<file path="config.mk">
export PLATFORM = sky130hd
export DESIGN_NAME = sgb_cmd_rx
export DESIGN_NICKNAME = d
export VERILOG_FILES = /design/src/rtl/sgb_pkg.sv /design/src/rtl/sgb_rx_level_decode.sv /design/src/rtl/sgb_cmd_rx.sv
export SDC_FILE = /design/constraint.sdc
export NUM_CORES = 1
export LEC_CHECK = 0
export CORE_ASPECT_RATIO = 1.75
export CORE_MARGIN = 1.5
export CORE_UTILIZATION = 35
export DETAILED_ROUTE_END_ITERATION = 7
export PLACE_DENSITY = 0.54
export SYNTH_ARGS = -nofsm -noshare
export SYNTH_HDL_FRONTEND = slang
export SYNTH_HIERARCHICAL = 1
export SYNTH_SLANG_ARGS = --single-unit
</file>
<file path="constraint.sdc">
create_clock -name clk_sys -period 30.8 [get_ports clk_sys]
set_clock_uncertainty 0.2 [all_clocks]
set_input_delay 6.16 -clock clk_sys [delete_from_list [all_inputs] [get_ports clk_sys]]
set_output_delay 6.16 -clock clk_sys [all_outputs]
set_load 0.005 [all_outputs]
</file>
<file path="src/rtl/sgb_pkg.sv">
// ============================================================================
//  Module      : sgb_pkg
//  Description : Shared constants for the SGB command packet receiver.
//  Revision    : 1.0 - initial release
// ============================================================================
`default_nettype none

package sgb_pkg;

  localparam logic [2:0] ST_IDLE      = 3'd0;
  localparam logic [2:0] ST_ARMED     = 3'd1;
  localparam logic [2:0] ST_BIT_WAIT  = 3'd2;
  localparam logic [2:0] ST_BIT_HELD  = 3'd3;
  localparam logic [2:0] ST_STOP_WAIT = 3'd4;
  localparam logic [2:0] ST_STOP_HELD = 3'd5;

  // {P15, P14}, active-low
  localparam logic [1:0] LVL_RST  = 2'b00;
  localparam logic [1:0] LVL_B0   = 2'b10;
  localparam logic [1:0] LVL_B1   = 2'b01;
  localparam logic [1:0] LVL_IDLE = 2'b11;

  localparam int PKT_BITS = 128;

  function automatic logic [2:0] eff_len(input logic [2:0] field);
    return (field == 3'd0) ? 3'd1 : field;
  endfunction

endpackage

`default_nettype wire

</file>
<file path="src/rtl/sgb_rx_level_decode.sv">
// ============================================================================
//  Module      : sgb_rx_level_decode
//  Description : Qualifies joypad select-line levels with ce into events.
//  Revision    : 1.0 - initial release
// ============================================================================
`default_nettype none

module sgb_rx_level_decode
  import sgb_pkg::*;
(
  input  logic       clk_sys,
  input  logic       reset,
  input  logic       ce,
  input  logic [1:0] joy_p54,
  output logic       ev_rst,
  output logic       ev_b0,
  output logic       ev_b1,
  output logic       ev_rel,
  output logic       ev_change
);

  logic [1:0] r_prev;

  always_ff @(posedge clk_sys or posedge reset) begin
    if (reset) begin
      r_prev <= LVL_IDLE;
    end else if (ce) begin
      r_prev <= joy_p54;
    end
  end

  assign ev_rst    = ce && (joy_p54 == LVL_RST);
  assign ev_b0     = ce && (joy_p54 == LVL_B0);
  assign ev_b1     = ce && (joy_p54 == LVL_B1);
  assign ev_rel    = ce && (joy_p54 == LVL_IDLE);
  assign ev_change = ce && (joy_p54 != r_prev);

endmodule

`default_nettype wire

</file>
<file path="src/rtl/sgb_cmd_rx.sv">
// ============================================================================
//  Module      : sgb_cmd_rx
//  Description : SGB packet receiver on P14/P15; groups packets into commands.
//                Optional idle timeout enabled by macro SGB_RX_TIMEOUT_EN.
//  Revision    : 1.0 - initial release
// ============================================================================
`default_nettype none

module sgb_cmd_rx
  import sgb_pkg::*;
#(
  parameter int TIMEOUT_CYCLES = 65535
) (
  input  logic         clk_sys,
  input  logic         reset,
  input  logic         ce,
  input  logic         sgb_en,
  input  logic [1:0]   joy_p54,
  output logic [127:0] pkt_data,
  output logic         pkt_valid,
  output logic [2:0]   pkt_index,
  output logic [4:0]   cmd_code,
  output logic [2:0]   cmd_len,
  output logic         cmd_done,
  output logic         rx_error
);

  logic w_ev_rst, w_ev_b0, w_ev_b1, w_ev_rel, w_ev_change;
  logic w_timeout;

  logic [2:0]          r_state, w_state_nxt;
  logic [6:0]          r_bit_cnt;
  logic                r_held_bit;
  logic [PKT_BITS-1:0] r_shift;
  logic [127:0]        r_pkt_data;
  logic [2:0]          r_pkt_index, r_cmd_len;
  logic [4:0]          r_cmd_code;
  logic                r_cmd_open, r_pkt_valid, r_cmd_done, r_rx_error;

  logic w_shift_en, w_cnt_clr, w_cnt_inc, w_accept, w_error, w_swap, w_last_bit;
  logic [2:0] w_len_eff;

  sgb_rx_level_decode u_decode (
    .clk_sys   (clk_sys),
    .reset     (reset),
    .ce        (ce),
    .joy_p54   (joy_p54),
    .ev_rst    (w_ev_rst),
    .ev_b0     (w_ev_b0),
    .ev_b1     (w_ev_b1),
    .ev_rel    (w_ev_rel),
    .ev_change (w_ev_change)
  );

`ifdef SGB_RX_TIMEOUT_EN
  logic [16:0] r_to_cnt;

  always_ff @(posedge clk_sys or posedge reset) begin
    if (reset) begin
      r_to_cnt <= '0;
    end else if (ce) begin
      if (w_ev_change) r_to_cnt <= '0;
      else if (r_to_cnt != '1) r_to_cnt <= r_to_cnt + 17'd1;
    end
  end

  assign w_timeout = ce && !w_ev_change && (r_state != ST_IDLE) &&
                     (r_to_cnt >= 17'(TIMEOUT_CYCLES - 1));
`else
  logic w_unused;
  assign w_unused  = w_ev_change ^ (TIMEOUT_CYCLES != 0);
  assign w_timeout = 1'b0;
`endif

  // A held bit level jumping straight to the opposite bit level
  assign w_swap     = (w_ev_b0 && r_held_bit) || (w_ev_b1 && !r_held_bit);
  assign w_last_bit = (r_bit_cnt == 7'(PKT_BITS - 1));
  assign w_len_eff  = eff_len(r_shift[2:0]);

  always_ff @(posedge clk_sys or posedge reset) begin
    if (reset) r_state <= ST_IDLE;
    else       r_state <= w_state_nxt;
  end

  always_comb begin
    w_state_nxt = r_state;
    if (!sgb_en || w_timeout) begin
      w_state_nxt = ST_IDLE;
    end else begin
      case (r_state)
        ST_IDLE:      if (w_ev_rst) w_state_nxt = ST_ARMED;
        ST_ARMED:     if (w_ev_rel) w_state_nxt = ST_BIT_WAIT;
        ST_BIT_WAIT: begin
          if (w_ev_b0 || w_ev_b1) w_state_nxt = ST_BIT_HELD;
          else if (w_ev_rst)      w_state_nxt = ST_ARMED;
        end
        ST_BIT_HELD: begin
          if (w_ev_rel)      w_state_nxt = w_last_bit ? ST_STOP_WAIT : ST_BIT_WAIT;
          else if (w_ev_rst) w_state_nxt = ST_ARMED;
          else if (w_swap)   w_state_nxt = ST_IDLE;
        end
        ST_STOP_WAIT: begin
          if (w_ev_b0)       w_state_nxt = ST_STOP_HELD;
          else if (w_ev_b1)  w_state_nxt = ST_IDLE;
          else if (w_ev_rst) w_state_nxt = ST_ARMED;
        end
        ST_STOP_HELD: begin
          if (w_ev_rel)      w_state_nxt = ST_IDLE;
          else if (w_ev_rst) w_state_nxt = ST_ARMED;
          else if (w_ev_b1)  w_state_nxt = ST_IDLE;
        end
        default:             w_state_nxt = ST_IDLE;
      endcase
    end
  end

  always_comb begin
    w_shift_en = 1'b0;
    w_cnt_clr  = 1'b0;
    w_cnt_inc  = 1'b0;
    w_accept   = 1'b0;
    w_error    = w_timeout && sgb_en;
    if (sgb_en && !w_timeout) begin
      case (r_state)
        ST_ARMED:     w_cnt_clr  = w_ev_rel;
        ST_BIT_WAIT: begin
          w_shift_en = w_ev_b0 || w_ev_b1;
          w_error    = w_ev_rst && (r_bit_cnt != 7'd0);
        end
        ST_BIT_HELD: begin
          w_cnt_inc  = w_ev_rel && !w_last_bit;
          w_error    = w_ev_rst || w_swap;
        end
        ST_STOP_WAIT: w_error    = w_ev_b1 || w_ev_rst;
        ST_STOP_HELD: begin
          w_accept   = w_ev_rel;
          w_error    = w_ev_rst || w_ev_b1;
        end
        default: ;
      endcase
    end
  end

  always_ff @(posedge clk_sys or posedge reset) begin
    if (reset) begin
      r_bit_cnt   <= '0;
      r_held_bit  <= 1'b0;
      r_shift     <= '0;
      r_pkt_data  <= '0;
      r_pkt_index <= '0;
      r_cmd_code  <= '0;
      r_cmd_len   <= '0;
      r_cmd_open  <= 1'b0;
      r_pkt_valid <= 1'b0;
      r_cmd_done  <= 1'b0;
      r_rx_error  <= 1'b0;
    end else begin
      r_pkt_valid <= 1'b0;
      r_cmd_done  <= 1'b0;
      r_rx_error  <= 1'b0;
      if (!sgb_en) r_cmd_open <= 1'b0;

      if (w_cnt_clr)      r_bit_cnt <= '0;
      else if (w_cnt_inc) r_bit_cnt <= r_bit_cnt + 7'd1;

      if (w_shift_en) begin
        r_shift[r_bit_cnt] <= w_ev_b1;
        r_held_bit         <= w_ev_b1;
      end

      if (w_error) begin
        r_rx_error <= 1'b1;
        if (w_timeout) r_cmd_open <= 1'b0;
      end

      if (w_accept) begin
        r_pkt_data  <= r_shift;
        r_pkt_valid <= 1'b1;
        if (!r_cmd_open) begin
          r_cmd_code  <= r_shift[7:3];
          r_cmd_len   <= w_len_eff;
          r_pkt_index <= 3'd0;
          if (w_len_eff == 3'd1) r_cmd_done <= 1'b1;
          else                   r_cmd_open <= 1'b1;
        end else begin
          r_pkt_index <= r_pkt_index + 3'd1;
          if ((r_pkt_index + 3'd1) == (r_cmd_len - 3'd1)) begin
            r_cmd_done <= 1'b1;
            r_cmd_open <= 1'b0;
          end
        end
      end
    end
  end

  assign pkt_data  = r_pkt_data;
  assign pkt_valid = r_pkt_valid;
  assign pkt_index = r_pkt_index;
  assign cmd_code  = r_cmd_code;
  assign cmd_len   = r_cmd_len;
  assign cmd_done  = r_cmd_done;
  assign rx_error  = r_rx_error;

endmodule

`default_nettype wire

</file>
==> results of run 1 <==
[cells in the final DEF (no fill, tap or decap), types with 4 or more instances in the layout]
master / count
mux2_1: 26
nor3_1: 6
dfrtp_1: 282
nor3b_1: 4
xnor2_1: 4
clkbuf_1: 4
nor2b_1: 5
clkdlybuf4s50_1: 147
buf_4: 8
clkbuf_16: 27
clkbuf_8: 4
or3_1: 4
o21ai_0: 14
nor2_2: 11
nand2_1: 474
bufinv_16: 6
clkinv_2: 6
nand2b_1: 6
a21oi_1: 4
mux2_2: 110
ha_1: 4
inv_1: 10
nor2_1: 81
[power breakdown]
part / leakage, nW / internal (W) / switching (W) / total [W]
Clock: 0.479 / 0.000221 / 0.000146 / 0.000367
Sequential: 3.93 / 0.000372 / 0.00000281 / 0.000374
Combinational: 2.76 / 0.00000520 / 0.0000176 / 0.0000228
[final timing paths]
kind	to	slack (ns)	depth (start not counted)
worst max register to register	pkt_data[119]	27.41	6
worst min-delay path	pkt_data[104]	0.26	2
worst max-delay path	r_shift[107]	21.29	7
max in group asynchronous	pkt_data[48]	22.41	4
min in group asynchronous	pkt_data[97]	5.86	2
worst min register to register	pkt_data[104]	0.26	2
[metrics by stage]
stage               worst slack [ns]  std cells  instance area [um^2]  power [W]   util
floorplan                      16.66       1169                 11900   0.000397      -
global placement               20.79       1709                 13700   0.000404  0.407
detailed placement             20.72       1709                 13700   0.000405  0.407
CTS                            21.29       1758                 14700   0.000773  0.436
global route                   20.97       1758                 14700   0.000789  0.436
finish                         21.29       1758                 14700   0.000764  0.436
[final cells by class]
type / instances / area (um^2) / share of cell area
multi-input cells: 805 / 4480 / 0.306
flip-flops and latches: 282 / 7060 / 0.481
clock inverters: 14 / 226 / 0.0154
repair buffers: 155 / 1530 / 0.104
inverters: 12 / 55.1 / 0.00375
well taps: 455 / 569 / 0.0388
clock buffers: 35 / 746 / 0.0508
[routing by layer]
layer | wire length [um] | share of wire | vias up
met5 | 0 | 0 | -
met2 | 16600 | 0.52 | 210
li1 | - | - | 3979
met4 | 1400 | 0.044 | 0
met1 | 13100 | 0.41 | 4121
met3 | 1110 | 0.034 | 60
[flip-flops by register name, summed over array words and instances, names as in the netlist]
signal / flops
cmd_code: 5
r_bit_cnt: 7
pkt_index: 3
r_state: 3
r_held_bit: 1
cmd_len: 3
pkt_valid: 1
r_cmd_open: 1
cmd_done: 1
r_shift: 128
pkt_data: 128
rx_error: 1
[worst max-delay path: stages]
cell             delay (ns)
clkdlybuf4s50_1        0.51
and3b_2                0.79
buf_4                  0.73
nor2_2                 0.20
nor3_2                 0.85
nand2_1                0.15
mux2_1                 0.34
==> flow_metrics.py, run 1 <==
metrics = {
    "outcome": {
        "status": "finished clean",
    },
    "sta": {
        "holdWs_ns": 0.262,
        "min_period_ns": 9.51,
        "setup_viol": 0,
        "relSlewSlack": 0.223,
        "hold_violations": 0,
        "rsz0062_at_grt": "false",
        "setup_tns_ns": 0,
        "max_freq_ghz": 0.105,
        "slew_violations": 0,
        "worst_slew_pin_slew_ns": 1.16,
        "period_share": 0.309,
    },
    "routing": {
        "drt_iter0_drc": 538,
        "wirelength_mm": 32.2,
        "drc": 0,
        "vias": 8370,
        "wl_per_cell_um": 18.3,
        "viasPerCell": 4.76,
        "first_pass_iters": 5,
        "antenna_left": 0,
    },
    "critical_path": {
        "critical_path_required_ns": 31.03,
        "crit_path_end_kind": "flip-flop",
        "crit_arrival_ns": 9.75,
        "cp_max_fo": 83,
        "critical_path_class": "input port to flip-flop",
        "critPathLaunch": "joy_p54[0]",
        "reg2reg_from": "r_state[1]",
        "start_kind": "input port",
    },
    "global_route": {
        "grtUsageMet1": 0.233,
        "antenna_found_initial": 0,
        "grt_use_met3": 0.0184,
        "grt_max_degree": 103,
        "grt_most_used_layer": "met2",
        "grt_util_met2": 0.322,
        "grt_overflow": 0,
        "grt_pass1_vias": 8404,
        "grt_pass1_wl_mm": 49.9,
        "grt.total_usage": 0.186,
    },
    "final_layout": {
        "synthToLayoutAreaGrowth_pct": 23.0,
        "drive_gt1_frac": 0.146,
        "fillers": 3339,
        "fin_nets": 1293,
        "diodes": 0,
    },
    "floorplanning": {
        "start_util": 0.355,
        "rows": 89,
        "die_y_um": 247,
        "core_um2": 33600,
        "die_w_um": 143,
        "dieArea_um2": 35200,
        "io_pins": 148,
    },
    "clock_tree": {
        "clk_path_buf_depth": 3,
        "tritoncts": "built",
        "path_clk_slew_ns": 0.07,
        "cts_resized": 0,
        "cts_max_level": 1,
        "cts.sinks": 282,
        "cts_root_buf": "clkbuf_16",
        "numCtsBuffers": 27,
        "post_cts_buffers": 0,
        "hold_buffers": 0,
        "clock_latency_ns": 0.55,
    },
    "power_and_ir_drop": {
        "vdd_drop_max_mv": 0.0390,
        "p_leak_nw": 7.17,
        "power_density_nw_per_um2": 52.1,
    },
    "placement": {
        "routabilityCongestion": 0.810,
        "port_buffers": 147,
        "dp_hpwl_mm": 21.9,
    },
    "yosys": {
        "synth_area_um2": 11900,
        "syn-num-nets": 1179,
        "netlist_instances": 1169,
        "yosysWarningCount": 6,
        "syn_avg_cell_area_um2": 10.2,
    },
    "min_path": {
        "hp-start": "r_shift[104]",
        "hp-class": "flip-flop to flip-flop",
    },
    "job": {
        "drv_cap": 0,
    },
}
Power figures use the tool's default switching activity.
==> inputs of run 2 (changes only) <==
==> constraint.sdc (replaced) <==
create_clock -name clk_sys -period 9.1 [get_ports clk_sys]
set_clock_uncertainty 0.2 [all_clocks]
set_input_delay 1.82 -clock clk_sys [delete_from_list [all_inputs] [get_ports clk_sys]]
set_output_delay 1.82 -clock clk_sys [all_outputs]
set_load 0.005 [all_outputs]
==> run 2 against run 1 <==
  * Count of clock-buffer cells in the layout is 3 higher
  * Design area is 0.59% lower
  * Critical path depth is 1 higher
  * Routed wire length is 2.5% higher
  * Worst setup slack worse by 17 ns
  * Sequential power grew to 3.4 times the previous value
  * Hold slack hardly changed
  * Flip-flop and latch count stayed put
  * Global-route usage is 0.31 points higher
  * Non-clock buffer count is 2 lower
  * Total power grew to 3.2 times the previous value
  * Clock power grew to 3.1 times the previous value
==> flow_metrics.py, run 2 (synthesis results as in run 1) <==
metrics = {
    "sta": {
        "hold_violations": 0,
        "min_period_ns": 4.83,
        "max_freq_ghz": 0.207,
        "rsz0062_at_grt": "false",
        "worst_slew_pin_slew_ns": 1.28,
        "period_share": 0.531,
        "relSlewSlack": 0.143,
        "setup_tns_ns": 0,
        "slew_violations": 0,
        "setup_viol": 0,
    },
    "clock_tree": {
        "clk_path_buf_depth": 3,
        "cts_max_level": 1,
        "cts.sinks": 282,
        "post_cts_buffers": 0,
        "tritoncts": "built",
        "cts_root_buf": "clkbuf_16",
        "numCtsBuffers": 27,
        "cts_resized": 0,
        "path_clk_slew_ns": 0.06,
        "hold_buffers": 0,
        "clock_latency_ns": 0.53,
    },
    "placement": {
        "routabilityCongestion": 0.791,
        "dp_hpwl_mm": 21.8,
        "port_buffers": 147,
        "place_inst": 1707,
    },
    "global_route": {
        "grt_overflow": 0,
        "grt_pass1_wl_mm": 50.6,
        "grt.total_usage": 0.189,
        "antenna_found_initial": 0,
        "grt_pass1_vias": 8483,
        "grt_max_degree": 175,
    },
    "power_and_ir_drop": {
        "clkPwrFrac": 0.458,
        "power.total_w": 0.00248,
        "power_density_nw_per_um2": 170,
        "intPower_w": 0.00193,
        "switchingPower_w": 0.000549,
        "switching_share": 0.221,
        "p_leak_nw": 7.12,
        "pwr-share-comb": 0.031,
        "p_seq_frac": 0.511,
        "vdd_drop_max_mv": 0.111,
    },
    "min_path": {
        "hp-class": "flip-flop to flip-flop",
    },
    "floorplanning": {
        "rows": 89,
        "die_w_um": 143,
        "io_pins": 148,
        "die_y_um": 247,
        "dieArea_um2": 35200,
        "core_um2": 33600,
        "start_util": 0.355,
    },
    "critical_path": {
        "critical_path_required_ns": 9.37,
        "crit_arrival_ns": 5.10,
        "start_kind": "input port",
        "cp_max_fo": 75,
        "crit_path_end_kind": "flip-flop",
        "critical_path_class": "input port to flip-flop",
    },
    "final_layout": {
        "final_cell_mix": "nand2_1 (474), dfrtp_1 (282), clkdlybuf4s50_1 (147)",
        "fin_nets": 1291,
        "drive_gt1_frac": 0.144,
        "diodes": 0,
        "synthToLayoutAreaGrowth_pct": 22.3,
        "stdcell_count": 1755,
        "layout_commonest_cell": "nand2_1",
    },
    "routing": {
        "antenna_left": 0,
        "vias": 8395,
        "viasPerCell": 4.78,
        "highest_layer": "met4",
        "drt_iter0_drc": 510,
        "drc": 0,
        "first_pass_iters": 4,
        "wirelength_mm": 33.0,
        "wl_met2_mm": 17.1,
        "wl_met1_mm": 13.4,
        "wl_per_cell_um": 18.8,
        "dr_wl_met3_mm": 1.41,
    },
    "outcome": {
        "status": "finished clean",
    },
    "job": {
        "drv_cap": 0,
    },
}
run 2: cell count changes in the layout (fill, tap and decap cells not counted):
cell        previous run  this run
bufinv_16              6         2
buf_4                  8         5
clkbuf_8               4         7
clkinvlp_4             1         3
buf_12                 0         1
inv_6                  1         0
inv_8                  1         0
run 2: power by group through the flow:
| stage | registers [W] | clock network (W) | logic, W |
|---|---|---|---|
| floorplan | 0.00128 | 0 | 0.0000602 |
| global route | 0.00127 | 0.00122 | 0.0000874 |
| global placement | 0.00129 | 0 | 0.0000781 |
| CTS | 0.00127 | 0.00117 | 0.0000799 |
| detailed placement | 0.00129 | 0 | 0.0000795 |
| finish | 0.00127 | 0.00114 | 0.0000777 |
run 2: cell type report:
| class | count | area, um^2 |
|---|---|---|
| Tap cell | 455 | 569 |
| Timing Repair Buffer | 153 | 1530 |
| Clock buffer | 38 | 787 |
| Fill cell | 3384 | 19000 |
| Sequential cell | 282 | 7060 |
| Inverter | 12 | 51.3 |
| Multi-Input combinational cell | 805 | 4480 |
| Clock inverter | 10 | 105 |
run 2: path summary, 6_finish.rpt:
check	startpoint	endpoint	slack, ns	depth (start not counted)
worst min register to register	r_shift[48]	pkt_data[48]	0.26	2
worst max register to register	r_state[1]	pkt_index[1]	5.73	6
min in group asynchronous	reset	pkt_data[107]	1.53	2
worst max-delay path	joy_p54[0]	pkt_index[1]	4.27	8
max in group asynchronous	reset	pkt_data[74]	5.73	3
worst min-delay path	r_shift[48]	pkt_data[48]	0.26	2
run 2: critical path: stages:
cell and delay (ns):
clkdlybuf4s50_1 0.52, and3_2 0.28, nand4b_1 0.21, or2_4 0.58, inv_4 0.55, buf_4 0.75
nand3_1 0.15, nand2_1 0.10
run 2: stage by stage:
| step | utilization | hold WS [ns] | setup slack [ns] | instance area (um^2) |
|---|---|---|---|---|
| floorplan | - | 0.232 | 3.34 | 11900 |
| global placement | 0.407 | 0.245 | 3.79 | 13700 |
| finish | 0.434 | 0.263 | 4.27 | 14600 |
| global route | 0.434 | 0.282 | 3.97 | 14600 |
| CTS | 0.434 | 0.267 | 4.30 | 14600 |
| detailed placement | 0.407 | 0.251 | 3.75 | 13700 |
run 2: metal layers:
layer,global-route usage,vias up
met4,0.0640,0
met3,0.0290,52
li1,-,3969
met1,0.235,4208
met2,0.333,166
met5,0,-
==> inputs of run 3 (changes only) <==
--- a/config.mk
+++ b/config.mk
@@ -9,7 +9,7 @@
 export CORE_MARGIN = 1.5
 export CORE_UTILIZATION = 35
 export DETAILED_ROUTE_END_ITERATION = 7
-export PLACE_DENSITY = 0.54
+export PLACE_DENSITY = 0.56
 export SYNTH_ARGS = -nofsm -noshare
 export SYNTH_HDL_FRONTEND = slang
 export SYNTH_HIERARCHICAL = 1
==> constraint.sdc (replaced) <==
create_clock -name clk_sys -period 4.3 [get_ports clk_sys]
set_clock_uncertainty 0.2 [all_clocks]
set_input_delay 0.86 -clock clk_sys [delete_from_list [all_inputs] [get_ports clk_sys]]
set_output_delay 0.86 -clock clk_sys [all_outputs]
set_load 0.005 [all_outputs]
==> run 3 against run 2 <==
  * Combinational power increased by 120%
  * Register-to-register slack got worse by 4.1 ns
  * Routed wire length decreased by 0.82%
  * Via count increased by 0.92%
  * Final cell count increased by 0.51%
  * Worst setup slack got worse by 3.0 ns
  * Hold slack improved by 0.0015 ns
  * Critical path depth decreased by 1
  * Flip-flop and latch count unchanged
  * First-iteration DRC count decreased by 9.8%
  * Sequential power increased by 110%
  * Critical path type unchanged
  * Largest cell class unchanged
==> flow_metrics.py, run 3 (synthesis results as in run 1) <==
metrics = {
    "sta": {
        "relSlewSlack": 0.135,
        "rsz0062_at_grt": "false",
        "worst_slew_pin_slew_ns": 1.29,
        "hold_violations": 0,
        "holdWs_ns": 0.264,
        "setup_viol": 0,
        "min_period_ns": 2.98,
        "period_share": 0.694,
        "max_freq_ghz": 0.335,
        "slew_violations": 0,
    },
    "routing": {
        "antenna_left": 0,
        "wl_per_cell_um": 18.6,
        "drt_iter0_drc": 460,
        "wirelength_mm": 32.8,
        "vias": 8472,
        "first_pass_iters": 4,
        "drc": 0,
        "viasPerCell": 4.80,
    },
    "floorplanning": {
        "core_um2": 33600,
        "rows": 89,
        "start_util": 0.355,
        "die_y_um": 247,
        "io_pins": 148,
        "die_w_um": 143,
        "dieArea_um2": 35200,
    },
    "outcome": {
        "status": "finished clean",
    },
    "min_path": {
        "holdPathEnd": "pkt_data[29]",
        "hp-start": "r_shift[29]",
        "hp-class": "flip-flop to flip-flop",
        "min_path_cells": 2,
    },
    "final_layout": {
        "final_cell_mix": "nand2_1 (474), dfrtp_1 (282), clkdlybuf4s50_1 (147)",
        "diodes": 0,
        "layout_commonest_cell": "nand2_1",
        "fin_nets": 1300,
        "drive_gt1_frac": 0.152,
        "synthToLayoutAreaGrowth_pct": 24.5,
        "fin_util": 0.441,
        "fillers": 3304,
    },
    "clock_tree": {
        "cts_resized": 0,
        "hold_buffers": 0,
        "cts_root_buf": "clkbuf_16",
        "post_cts_buffers": 0,
        "numCtsBuffers": 26,
        "cts_max_level": 1,
        "tritoncts": "built",
        "cts.sinks": 282,
        "path_clk_slew_ns": 0.07,
        "clock_latency_ns": 0.55,
        "clk_path_buf_depth": 3,
    },
    "global_route": {
        "grt_overflow": 0,
        "grt_pass1_wl_mm": 50.8,
        "antenna_found_initial": 0,
        "grt_max_degree": 82,
        "grt_pass1_vias": 8666,
        "grt.total_usage": 0.189,
    },
    "critical_path": {
        "critPathLaunch": "joy_p54[1]",
        "critical_path_class": "input port to flip-flop",
        "r2r_cells": 4,
        "r2r_slack_ns": 1.59,
        "start_kind": "input port",
        "critical_path_required_ns": 4.51,
        "r2r_end": "r_shift[6]",
        "crit_path_end_kind": "flip-flop",
        "cpPeakStageDelay_ns": 0.71,
        "path_cells": "clkdlybuf4s50_1 > nand2_1 > nor2_1 > nor2_2 > or3_1 > nor2_1 > mux2_2",
        "cp_slowest_cell": "or3_1",
        "crit_arrival_ns": 3.20,
        "cp_max_fo": 17,
        "reg2reg_from": "r_bit_cnt[2]",
        "critPathMostFrequentCell": "nor2_1",
    },
    "power_and_ir_drop": {
        "pwr-share-comb": 0.031,
        "clkPwrFrac": 0.484,
        "intPower_w": 0.00434,
        "switching_share": 0.215,
        "power_density_nw_per_um2": 373,
        "p_leak_nw": 7.24,
        "p_seq_frac": 0.485,
        "power.total_w": 0.00553,
        "vdd_drop_max_mv": 0.275,
        "switchingPower_w": 0.00119,
    },
    "placement": {
        "routabilityCongestion": 0.780,
        "dp_hpwl_mm": 22.1,
        "port_buffers": 147,
    },
    "job": {
        "drv_cap": 0,
    },
}
==> run 3: cell count changes in the layout (fill, tap and decap cells not counted), sizes merged <==
| cell | delta |
|---|---|
| bufinv | +5 |
| buf | +10 |
| clkbuf | -6 |
==> run 3: worst max-delay path by stage <==
| stage | end | slack (ns) | depth (start not counted) |
|---|---|---|---|
| after floorplan | cmd_code[0] | -0.50 | 1 |
| after global placement | r_shift[40] | 0.84 | 7 |
| after detailed placement | r_shift[57] | 0.78 | 7 |
| after CTS | r_shift[82] | 1.36 | 7 |
| after global routing | r_shift[58] | 1.15 | 7 |
| final | r_shift[113] | 1.32 | 7 |
==> run 3: power by group through the flow <==
stage	clock [W]	sequential, W	combinational [W]
2_1_floorplan	0	0.00272	0.000127
3_3_place_gp	0	0.00273	0.000173
3_5_place_dp	0	0.00273	0.000174
4_1_cts	0.00274	0.00268	0.000174
5_1_grt	0.00285	0.00268	0.000191
6_report	0.00268	0.00268	0.000170
==> run 3: final cells by class <==
class	instances	area, um^2	share of cell area
Sequential cell	282	7060	0.476
Multi-Input combinational cell	805	4480	0.302
Timing Repair Buffer	163	1680	0.113
Clock buffer	32	734	0.0495
Tap cell	455	569	0.0384
Clock inverter	15	267	0.0180
Inverter	12	51.3	0.00346
==> run 3: worst max-delay path, delay by kind of cell <==
kind                   cells  cell delay (ns)
buffers and inverters      1             0.51
and+or+nand+nor            5             1.47
muxes                      1             0.35
==> run 3: routing by layer <==
layer,up-vias,wire length (um),part of all wire,track usage
met1,4230,13300,0.41,0.234
li1,3982,-,-,-
met5,-,0,0,0
met3,59,1260,0.039,0.0229
met2,201,16900,0.52,0.329
met4,0,1330,0.041,0.0861
==> run 3: through the flow <==
step	setup TNS [ns]	setup WS [ns]	instance area, um^2	instances
after floorplan	-139.67	-0.495	11900	1169
after global placement	0	0.835	13800	1717
after detailed placement	0	0.783	13800	1717
after CTS	0	1.36	14800	1764
after global routing	0	1.15	14800	1764
final	0	1.32	14800	1764
